$ cat src/rtl/serial_monitor.sv
// Host serial monitor: a UART command interface ('R' read / 'W' write) that gives
// a PC access to the 16-bit memory bus while the CPU is paused.
module serial_monitor #(
  parameter int CLKS_PER_BIT = 217,
  parameter int TIMEOUT      = 2500000
) (
  input  logic        clk,
  input  logic        reset_n,
  input  logic        rx,
  output logic        tx,
  output logic        mem_req,
  input  logic        mem_gnt,
  output logic [15:0] mem_addr,
  output logic        mem_rd,
  output logic        mem_wr,
  output logic [7:0]  mem_dout,
  input  logic [7:0]  mem_din,
  output logic        busy
);

  localparam int CW = $clog2(CLKS_PER_BIT + 1);
  localparam int TW = $clog2(TIMEOUT + 1);
  localparam logic [CW-1:0] BIT_LAST  = CW'(CLKS_PER_BIT - 1);
  localparam logic [CW-1:0] HALF_LAST = CW'(CLKS_PER_BIT / 2 - 1);
  localparam logic [TW-1:0] TO_LAST   = TW'(TIMEOUT - 1);

  typedef enum logic [1:0] {RX_IDLE, RX_START, RX_DATA, RX_STOP} rxState_t;
  typedef enum logic [3:0] {
    ST_IDLE, ST_ARG_HI, ST_ARG_LO, ST_ARG_3, ST_REQ, ST_RD, ST_RD_CAP,
    ST_TX_DATA, ST_WR, ST_TX_ACK, ST_TX_ERR
  } state_t;

  logic          r_rxMeta, r_rxSync, r_rxPrev;
  rxState_t      r_rxState;
  logic [CW-1:0] r_rxCnt;
  logic [2:0]    r_rxBitIdx;
  logic [7:0]    r_rxShift, r_rxByte;
  logic          r_rxValid;

  logic          r_tx, r_txBusy, r_txDone, r_txStart;
  logic [CW-1:0] r_txCnt;
  logic [3:0]    r_txBitIdx;
  logic [8:0]    r_txShift;
  logic [7:0]    r_txData;

  state_t        r_state;
  logic          r_isWrite, r_memReq, r_txIssued;
  logic [15:0]   r_addr;
  logic [7:0]    r_data, r_rdData;
  logic [8:0]    r_remaining;
  logic [TW-1:0] r_toCnt;

  // Receiver: start detected on a falling edge of the synchronised line, then
  // every sample is taken at the centre of its bit.
  always_ff @(posedge clk or negedge reset_n) begin
    if (!reset_n) begin
      r_rxMeta   <= 1'b1;
      r_rxSync   <= 1'b1;
      r_rxPrev   <= 1'b1;
      r_rxState  <= RX_IDLE;
      r_rxCnt    <= '0;
      r_rxBitIdx <= '0;
      r_rxShift  <= '0;
      r_rxByte   <= '0;
      r_rxValid  <= 1'b0;
    end else begin
      r_rxMeta  <= rx;
      r_rxSync  <= r_rxMeta;
      r_rxPrev  <= r_rxSync;
      r_rxValid <= 1'b0;
      case (r_rxState)
        RX_IDLE: begin
          r_rxCnt <= '0;
          if (r_rxPrev && !r_rxSync) r_rxState <= RX_START;
        end
        RX_START: begin
          if (r_rxCnt == HALF_LAST) begin
            r_rxCnt    <= '0;
            r_rxBitIdx <= '0;
            r_rxState  <= r_rxSync ? RX_IDLE : RX_DATA;
          end else begin
            r_rxCnt <= r_rxCnt + CW'(1);
          end
        end
        RX_DATA: begin
          if (r_rxCnt == BIT_LAST) begin
            r_rxCnt   <= '0;
            r_rxShift <= {r_rxSync, r_rxShift[7:1]};
            if (r_rxBitIdx == 3'd7) r_rxState <= RX_STOP;
            else r_rxBitIdx <= r_rxBitIdx + 3'd1;
          end else begin
            r_rxCnt <= r_rxCnt + CW'(1);
          end
        end
        default: begin
          if (r_rxCnt == BIT_LAST) begin
            r_rxCnt   <= '0;
            r_rxState <= RX_IDLE;
            if (r_rxSync) begin
              r_rxValid <= 1'b1;
              r_rxByte  <= r_rxShift;
            end
          end else begin
            r_rxCnt <= r_rxCnt + CW'(1);
          end
        end
      endcase
    end
  end

  // Transmitter: shift register holds data plus stop bit; the start bit is driven on load.
  always_ff @(posedge clk or negedge reset_n) begin
    if (!reset_n) begin
      r_tx       <= 1'b1;
      r_txBusy   <= 1'b0;
      r_txDone   <= 1'b0;
      r_txCnt    <= '0;
      r_txBitIdx <= '0;
      r_txShift  <= '0;
    end else begin
      r_txDone <= 1'b0;
      if (!r_txBusy) begin
        if (r_txStart) begin
          r_txBusy   <= 1'b1;
          r_tx       <= 1'b0;
          r_txShift  <= {1'b1, r_txData};
          r_txBitIdx <= '0;
          r_txCnt    <= '0;
        end
      end else if (r_txCnt == BIT_LAST) begin
        r_txCnt <= '0;
        if (r_txBitIdx == 4'd9) begin
          r_txBusy <= 1'b0;
          r_txDone <= 1'b1;
        end else begin
          r_tx       <= r_txShift[0];
          r_txShift  <= {1'b1, r_txShift[8:1]};
          r_txBitIdx <= r_txBitIdx + 4'd1;
        end
      end else begin
        r_txCnt <= r_txCnt + CW'(1);
      end
    end
  end

  // Command FSM; bytes arriving outside IDLE and the argument states are dropped.
  always_ff @(posedge clk or negedge reset_n) begin
    if (!reset_n) begin
      r_state     <= ST_IDLE;
      r_isWrite   <= 1'b0;
      r_memReq    <= 1'b0;
      r_txIssued  <= 1'b0;
      r_txStart   <= 1'b0;
      r_txData    <= '0;
      r_addr      <= '0;
      r_data      <= '0;
      r_rdData    <= '0;
      r_remaining <= '0;
      r_toCnt     <= '0;
    end else begin
      r_txStart <= 1'b0;
      case (r_state)
        ST_IDLE: begin
          r_memReq   <= 1'b0;
          r_txIssued <= 1'b0;
          r_toCnt    <= '0;
          if (r_rxValid) begin
            if (r_rxByte == 8'h52 || r_rxByte == 8'h57) begin
              r_isWrite <= (r_rxByte == 8'h57);
              r_state   <= ST_ARG_HI;
            end else begin
              r_state <= ST_TX_ERR;
            end
          end
        end
        ST_ARG_HI, ST_ARG_LO, ST_ARG_3: begin
          if (r_rxValid) begin
            r_toCnt <= '0;
            if (r_state == ST_ARG_HI) begin
              r_addr[15:8] <= r_rxByte;
              r_state      <= ST_ARG_LO;
            end else if (r_state == ST_ARG_LO) begin
              r_addr[7:0] <= r_rxByte;
              r_state     <= ST_ARG_3;
            end else begin
              if (r_isWrite) r_data <= r_rxByte;
              else r_remaining <= (r_rxByte == 8'h00) ? 9'd256 : {1'b0, r_rxByte};
              r_memReq <= 1'b1;
              r_state  <= ST_REQ;
            end
          end else if (r_toCnt == TO_LAST) begin
            r_state <= ST_IDLE;
          end else begin
            r_toCnt <= r_toCnt + TW'(1);
          end
        end
        ST_REQ: begin
          if (mem_gnt) r_state <= r_isWrite ? ST_WR : ST_RD;
        end
        ST_RD: begin
          if (mem_gnt) r_state <= ST_RD_CAP;
        end
        ST_RD_CAP: begin
          r_rdData <= mem_din;
          r_state  <= ST_TX_DATA;
        end
        ST_WR: begin
          if (mem_gnt) r_state <= ST_TX_ACK;
        end
        default: begin
          if (!r_txIssued) begin
            r_txIssued <= 1'b1;
            r_txStart  <= 1'b1;
            r_txData   <= (r_state == ST_TX_DATA) ? r_rdData :
                          (r_state == ST_TX_ACK)  ? 8'h2E : 8'h3F;
          end else if (r_txDone) begin
            r_txIssued <= 1'b0;
            if (r_state == ST_TX_DATA && r_remaining != 9'd1) begin
              r_addr      <= r_addr + 16'd1;
              r_remaining <= r_remaining - 9'd1;
              r_state     <= ST_RD;
            end else begin
              if (r_state == ST_TX_DATA) begin
                r_addr      <= r_addr + 16'd1;
                r_remaining <= r_remaining - 9'd1;
              end
              r_memReq <= 1'b0;
              r_state  <= ST_IDLE;
            end
          end
        end
      endcase
    end
  end

  // Strobes are gated by mem_gnt so they can never fire while the bus is not ours.
  assign mem_rd   = (r_state == ST_RD) && mem_gnt;
  assign mem_wr   = (r_state == ST_WR) && mem_gnt;
  assign mem_addr = r_addr;
  assign mem_dout = r_data;
  assign mem_req  = r_memReq;
  assign tx       = r_tx;
  assign busy     = (r_state != ST_IDLE);

endmodule

$ cat config.mk
export PLATFORM = sky130hd
export DESIGN_NAME = serial_monitor
export DESIGN_NICKNAME = d
export VERILOG_FILES = /design/src/rtl/serial_monitor.sv
export SDC_FILE = /design/constraint.sdc
export NUM_CORES = 1
export LEC_CHECK = 0
export ABC_AREA = 1
export CAP_MARGIN = 5
export CORE_MARGIN = 5
export CORE_UTILIZATION = 40
export CTS_CLUSTER_DIAMETER = 200
export DETAILED_ROUTE_END_ITERATION = 6
export SLEW_MARGIN = 20
export SYNTH_ARGS = -nofsm -noshare
export SYNTH_HDL_FRONTEND = slang
export SYNTH_SLANG_ARGS = --single-unit
$ cat constraint.sdc
create_clock -name clk -period 2 [get_ports clk]
set_clock_uncertainty 0.1 [all_clocks]
set_input_delay 0.3 -clock clk [delete_from_list [all_inputs] [get_ports clk]]
set_output_delay 0.3 -clock clk [all_outputs]
set_load 0.005 [all_outputs]
# Word-level counts from Yosys, hierarchy flattened
# Cells that the tools add are included.
# totals
output_inout_bits	29
in_bits	12
ff_bits	136
# op_classes
mux	89
n_bitwise	7
n_reduce_logical	41
n_eq_ne	40
add_sub_neg	7
# op_table
cell	count
9-bit 2-to-1 mux	13
16-bit 2-to-1 mux	5
8-bit 2-to-1 mux	9
4-bit 2-to-1 mux	14
22-bit 2-to-1 mux	2
22-bit case mux with 2 select lines	1
2-bit inequality test, second input constant	16
16-bit case mux with 2 select lines	1
8-bit by 7-bit equality test with 1-bit output, second input constant	3
1-bit 2-to-1 mux	24
4-bit case mux with 6 select lines	1
22-bit by 1-bit adder with 22-bit output, second input constant	1
22-bit equality test, second input constant	1
7-bit AND reduction	3
3-bit 2-to-1 mux	6
9-bit case mux with 2 select lines	1
16-bit by 1-bit adder with 16-bit output, second input constant	1
8-bit by 1-bit adder with 8-bit output, second input constant	2
4-bit by 3-bit equality test with 1-bit output, second input constant	4
8-bit equality test, second input constant	2
8-bit case mux with 2 select lines	1
7-bit nonzero test	2
4-bit equality test, second input constant	3
2-bit 2-to-1 mux	6
38 further kinds	62

# Logic depth before layout (Yosys ltp)
# logic_depth
ltp_word	7
mapped_depth	11

# Worst setup path before layout
# Ideal clock, no wire load.
# synth_timing
path_kind	register -> register
from	register r_toCnt[0]
to	register r_toCnt[10]
t_required_ps	1783
stages_incl_launch_ff	12
slack_ps	250
arrival_ps	1532
cell_sequence	dfrtp_1 > ha_1 > nand3_2 > inv_2 > nand2_1 > nor2_2 > nand3_2 > nand2_2 > inv_2 > buf_2 > nand3_1 > nand2_1
# synth_via
elab_chain_cells	4
word_cells_on_any_way	7
classes_between	add/sub (1); eq/ne (2); mux (3); reduce/logical (1)
# synth_rtl
element	line_no	rtl
start, declared	51	logic [TW-1:0] r_toCnt;
start signal, assigned	194	r_toCnt <= r_toCnt + TW'(1);
22-bit by 1-bit adder with 22-bit output	194	
22-bit 2-to-1 mux	191	end else if (r_toCnt == TO_LAST) begin
22-bit 2-to-1 mux	177	if (r_rxValid) begin
22-bit case mux with 2 select lines	162	case (r_state)
# Several ways; a longest one is shown, not always the timed one. The select of a mux whose other input is x is not followed.
# A chain may end at the register's enable or synchronous reset.

# Final worst setup path
# layout_timing
from	register r_state[1]
to	register r_addr[4], in the netlist mem_addr[4]
# layout_via
elab_chain_cells	6
word_cells_on_any_way	24
classes_between	eq/ne (11); mux (4); bitwise (1); reduce/logical (8)
# layout_rtl
element	line_no	rtl
start, declared	46	state_t r_state;
start signal, assigned	198	if (mem_gnt) r_state <= r_isWrite ? ST_WR : ST_RD;
4-bit by 3-bit equality test with 1-bit output	218, 223	
1-bit logical AND	218	if (r_state == ST_TX_DATA && r_remaining != 9'd1) begin
16-bit 2-to-1 mux	218	
16-bit 2-to-1 mux	216	end else if (r_txDone) begin
16-bit 2-to-1 mux	211	if (!r_txIssued) begin
16-bit case mux with 2 select lines	162	
end signal, assigned	183	r_addr[7:0] <= r_rxByte;
end signal, assigned	219	r_addr <= r_addr + 16'd1;
end signal, assigned	224	r_addr <= r_addr + 16'd1;
end, declared	48	logic [15:0] r_addr;
# Several ways; a longest one is shown, not always the timed one. The select of a mux whose other input is x is not followed.

==> impl_metrics.env <==
export IMPL_tns_ns=0
export IMPL_placed_area_mm2=0.00819
export IMPL_ys_ff_latch=136
export IMPL_critPathTopFamily="buffers and inverters"
export IMPL_leakage_nw=4.03
export IMPL_path_max_fanout=12
export IMPL_synth_top_area_cell="dfrtp_1"
export IMPL_min_path_cells=1
export IMPL_r2r_end="mem_addr[4]"
export IMPL_critPathKind="reg -> reg"
export IMPL_finalHoldViolCount=0
export IMPL_cts_tree="done"
export IMPL_setup_slack_ns=0.0611
export IMPL_syn_num_nets=971
export IMPL_initial_core_util_pct=40.9
export IMPL_grt_usage_pct=16.7
export IMPL_die_h_um=146
export IMPL_drv_cap=0
export IMPL_synth_area_leaders="dfrtp_1 (45%), nand2_1 (12%), o21ai_0 (7.0%)"
export IMPL_cts_clk_slew_worst_paths_ns=0.06
export IMPL_postSynthCellCount=947
export IMPL_slowest_stage="dfrtp_2"
export IMPL_yosysWarnings=0
export IMPL_cp_start_kind="flip-flop"
export IMPL_crit_path_frequent_cell="buf_4"
export IMPL_period_share_pct=96.9
export IMPL_vias_per_cell=4.91
export IMPL_crit_chain="buf_4 -> buf_4 -> nand2_2 -> nor2_4 -> buf_4 -> a21oi_1 -> inv_2 -> nand2_4 -> nor2_1 -> a21oi_1"
export IMPL_die_area_mm2=0.0212
export IMPL_cp_end_kind="flip-flop"
export IMPL_row_count=49
export IMPL_avgSynthCellArea_um2=7.78
export IMPL_layout_drive_gt1_share_pct=13.3
export IMPL_dr_pass1_iters=4
export IMPL_ant_nets=0
export IMPL_worstPathRequired_ns=2.24
export IMPL_tightest_slew_ns=0.384
export IMPL_min_delay_start="rx"
export IMPL_max_slew_margin_rel_pct=74.3
export IMPL_drt_wirelength_per_cell_um=13.4
export IMPL_status="complete, no violations"
export IMPL_synth_top_area_share_pct=44.8
export IMPL_max_vdd_ir_drop_v=0.000592
export IMPL_final_common_cell="nand2_1"
export IMPL_clk_latency_ns=0.42
export IMPL_synth_xor_area_share_pct=2.02
export IMPL_vias=6211
export IMPL_rsz0062_at_grt="yes"
export IMPL_synth_mux_area_share_pct=1.51
export IMPL_grt_pass1_wl_mm=29.7
export IMPL_yosysUniqueCellTypes=46
export IMPL_antenna_cells=0
export IMPL_io_pins=41
export IMPL_drtIter0Drc=318
export IMPL_root_buffer="clkbuf_16"
export IMPL_clockBufferDepth=2
export IMPL_cts_buffers=17
export IMPL_nNetsFinal=1046
export IMPL_synth_compound_area_share_pct=11.6
export IMPL_gp_congestion=0.868
export IMPL_crit_arrival_ns=2.18
export IMPL_r2r_slack_ns=0.06
export IMPL_syn_to_final_growth_pct=20.0
export IMPL_synth_adder_area_share_pct=2.04
export IMPL_numClockSinks=136
export IMPL_pre_cts_ws_ns=0.144
export IMPL_synth_top_family_by_area="simple AND/OR/NAND/NOR gates"
export IMPL_syn_area_mm2=0.00737
export IMPL_holdPathEnd="r_rxMeta"
export IMPL_yosys_area_share_simple_pct=28.6
export IMPL_grt_max_degree=39
export IMPL_grt_pass1_vias=6024
export IMPL_holdWs_ns=0.182
export IMPL_clock_fmax_ghz=0.516
export IMPL_drt_wl_total_mm=16.9
export IMPL_die_x_um=146
export IMPL_seq_area_frac_synth_pct=46.3
export IMPL_overflow=0
export IMPL_htreeDepth=4
export IMPL_fin_util_pct=49.0
export IMPL_power_density_mw_per_mm2=715
export IMPL_layout_common_cells="nand2_1 (234), dfrtp_1 (129), inv_1 (117), nor2_1 (111), o21ai_0 (103)"
export IMPL_critPathMaxStageDelay_ns=0.43
export IMPL_final_max_slew_viol_count=0
export IMPL_period_minus_slack_ns=1.94
export IMPL_worstRegToRegCells=10
export IMPL_portBuffers=40
export IMPL_antenna_found_initial=0
export IMPL_worst_path_buf_inv=4
export IMPL_setup_violations=0
export IMPL_hold_path_class="in -> reg"
export IMPL_post_route_drc_count=0
export IMPL_final_area_mm2=0.00884
export IMPL_core_area_mm2=0.0180
export IMPL_r2r_start="r_state[1]"
export IMPL_place_hpwl_mm=12.4
[cell type report]
class	count	area, um2
fillers	1785	9190
well taps	229	287
clock inverters	14	126
multi-input cells	664	3400
repair buffers	77	711
inverters	126	475
flip-flops and latches	136	3410
clock buffers	18	429
[repair_timing]
item,4_1_cts,5_1_grt
endpoints found under the setup margin,3,7
gates cloned,0,0
gates resized for setup,10,7
buffers inserted,5,2
endpoints found under the hold margin,32,0
pin swaps,3,3
hold buffers,1,0
[flip-flops by register name, summed over array words and instances (netlist names), 2 cells and up]
register and flops:
mem_addr 16, r_rxShift 8, r_txCnt 8, r_txData 8, r_rxState 2, r_rxByte 8, r_remaining 9, r_toCnt 22
r_txShift 9, r_txBitIdx 4, mem_dout 8, r_state 4, r_rdData 8, r_rxBitIdx 3, r_rxCnt 8
[metrics by stage]
step,cells,power (mW)
2_1_floorplan,947,3.23
3_3_place_gp,1224,3.41
3_5_place_dp,1224,3.42
4_1_cts,1262,6.39
5_1_grt,1264,6.63
6_report,1264,6.32
[report_power, final]
part | internal (mW) | total (mW) | switching (mW) | leakage, nW
registers | 2.84 | 2.90 | 0.0657 | 1.77
clock network | 1.71 | 2.95 | 1.24 | 0.259
logic | 0.167 | 0.465 | 0.297 | 2.00
total | 4.72 | 6.32 | 1.60 | 4.03
[cell usage after synthesis (all sizes together)]
cell type / count
and2: 1
nor4: 2
nand4: 29
nor3b: 2
a22o: 1
xnor2: 2
nor2: 124
o21bai: 2
or2: 3
mux2: 9
o31ai: 6
a21boi: 1
o22ai: 5
a31oi: 3
dfrtp: 132
nor3: 13
ha: 12
nand3: 52
buf: 13
o211ai: 2
inv: 126
a32o: 1
o21a: 1
mux2i: 1
a21oi: 19
o21ai: 109
xor2: 15
clkbuf: 8
nand3b: 4
nand2: 244
dfstp: 4
o2111ai: 1
[cell families after synthesis]
| logic type | after synthesis |
|---|---|
| adders and majority gates | 12 |
| muxes | 10 |
| DFF | 136 |
| and+or+nand+nor | 474 |
| AOI/OAI and AO/OA | 151 |
| buffers and inverters | 147 |
| xor gates and xnor gates | 17 |
[worst max-delay path by stage]
stage / cells past startpoint / end / start
final: 10 / mem_addr[4] / r_state[1]
after global routing: 12 / mem_addr[14] / r_state[2]
after CTS: 6 / mem_rd / r_state[0]
after detailed placement: 4 / mem_wr / mem_gnt
after global placement: 4 / mem_wr / mem_gnt
after floorplan: 11 / r_toCnt[10] / r_toCnt[0]
[metal layers]
| metal | wire (um) | global-route usage [%] | up-vias | share of wire (%) |
|---|---|---|---|---|
| met5 | 0 | 0 | - | 0 |
| met4 | 159 | 3.50 | 0 | 0.94 |
| met3 | 539 | 3.71 | 14 | 3.2 |
| met2 | 8160 | 27.4 | 84 | 48 |
| met1 | 8030 | 22.8 | 2888 | 48 |
| li1 | - | - | 3225 | - |
Note: power is estimated with default switching activity, not from simulation.
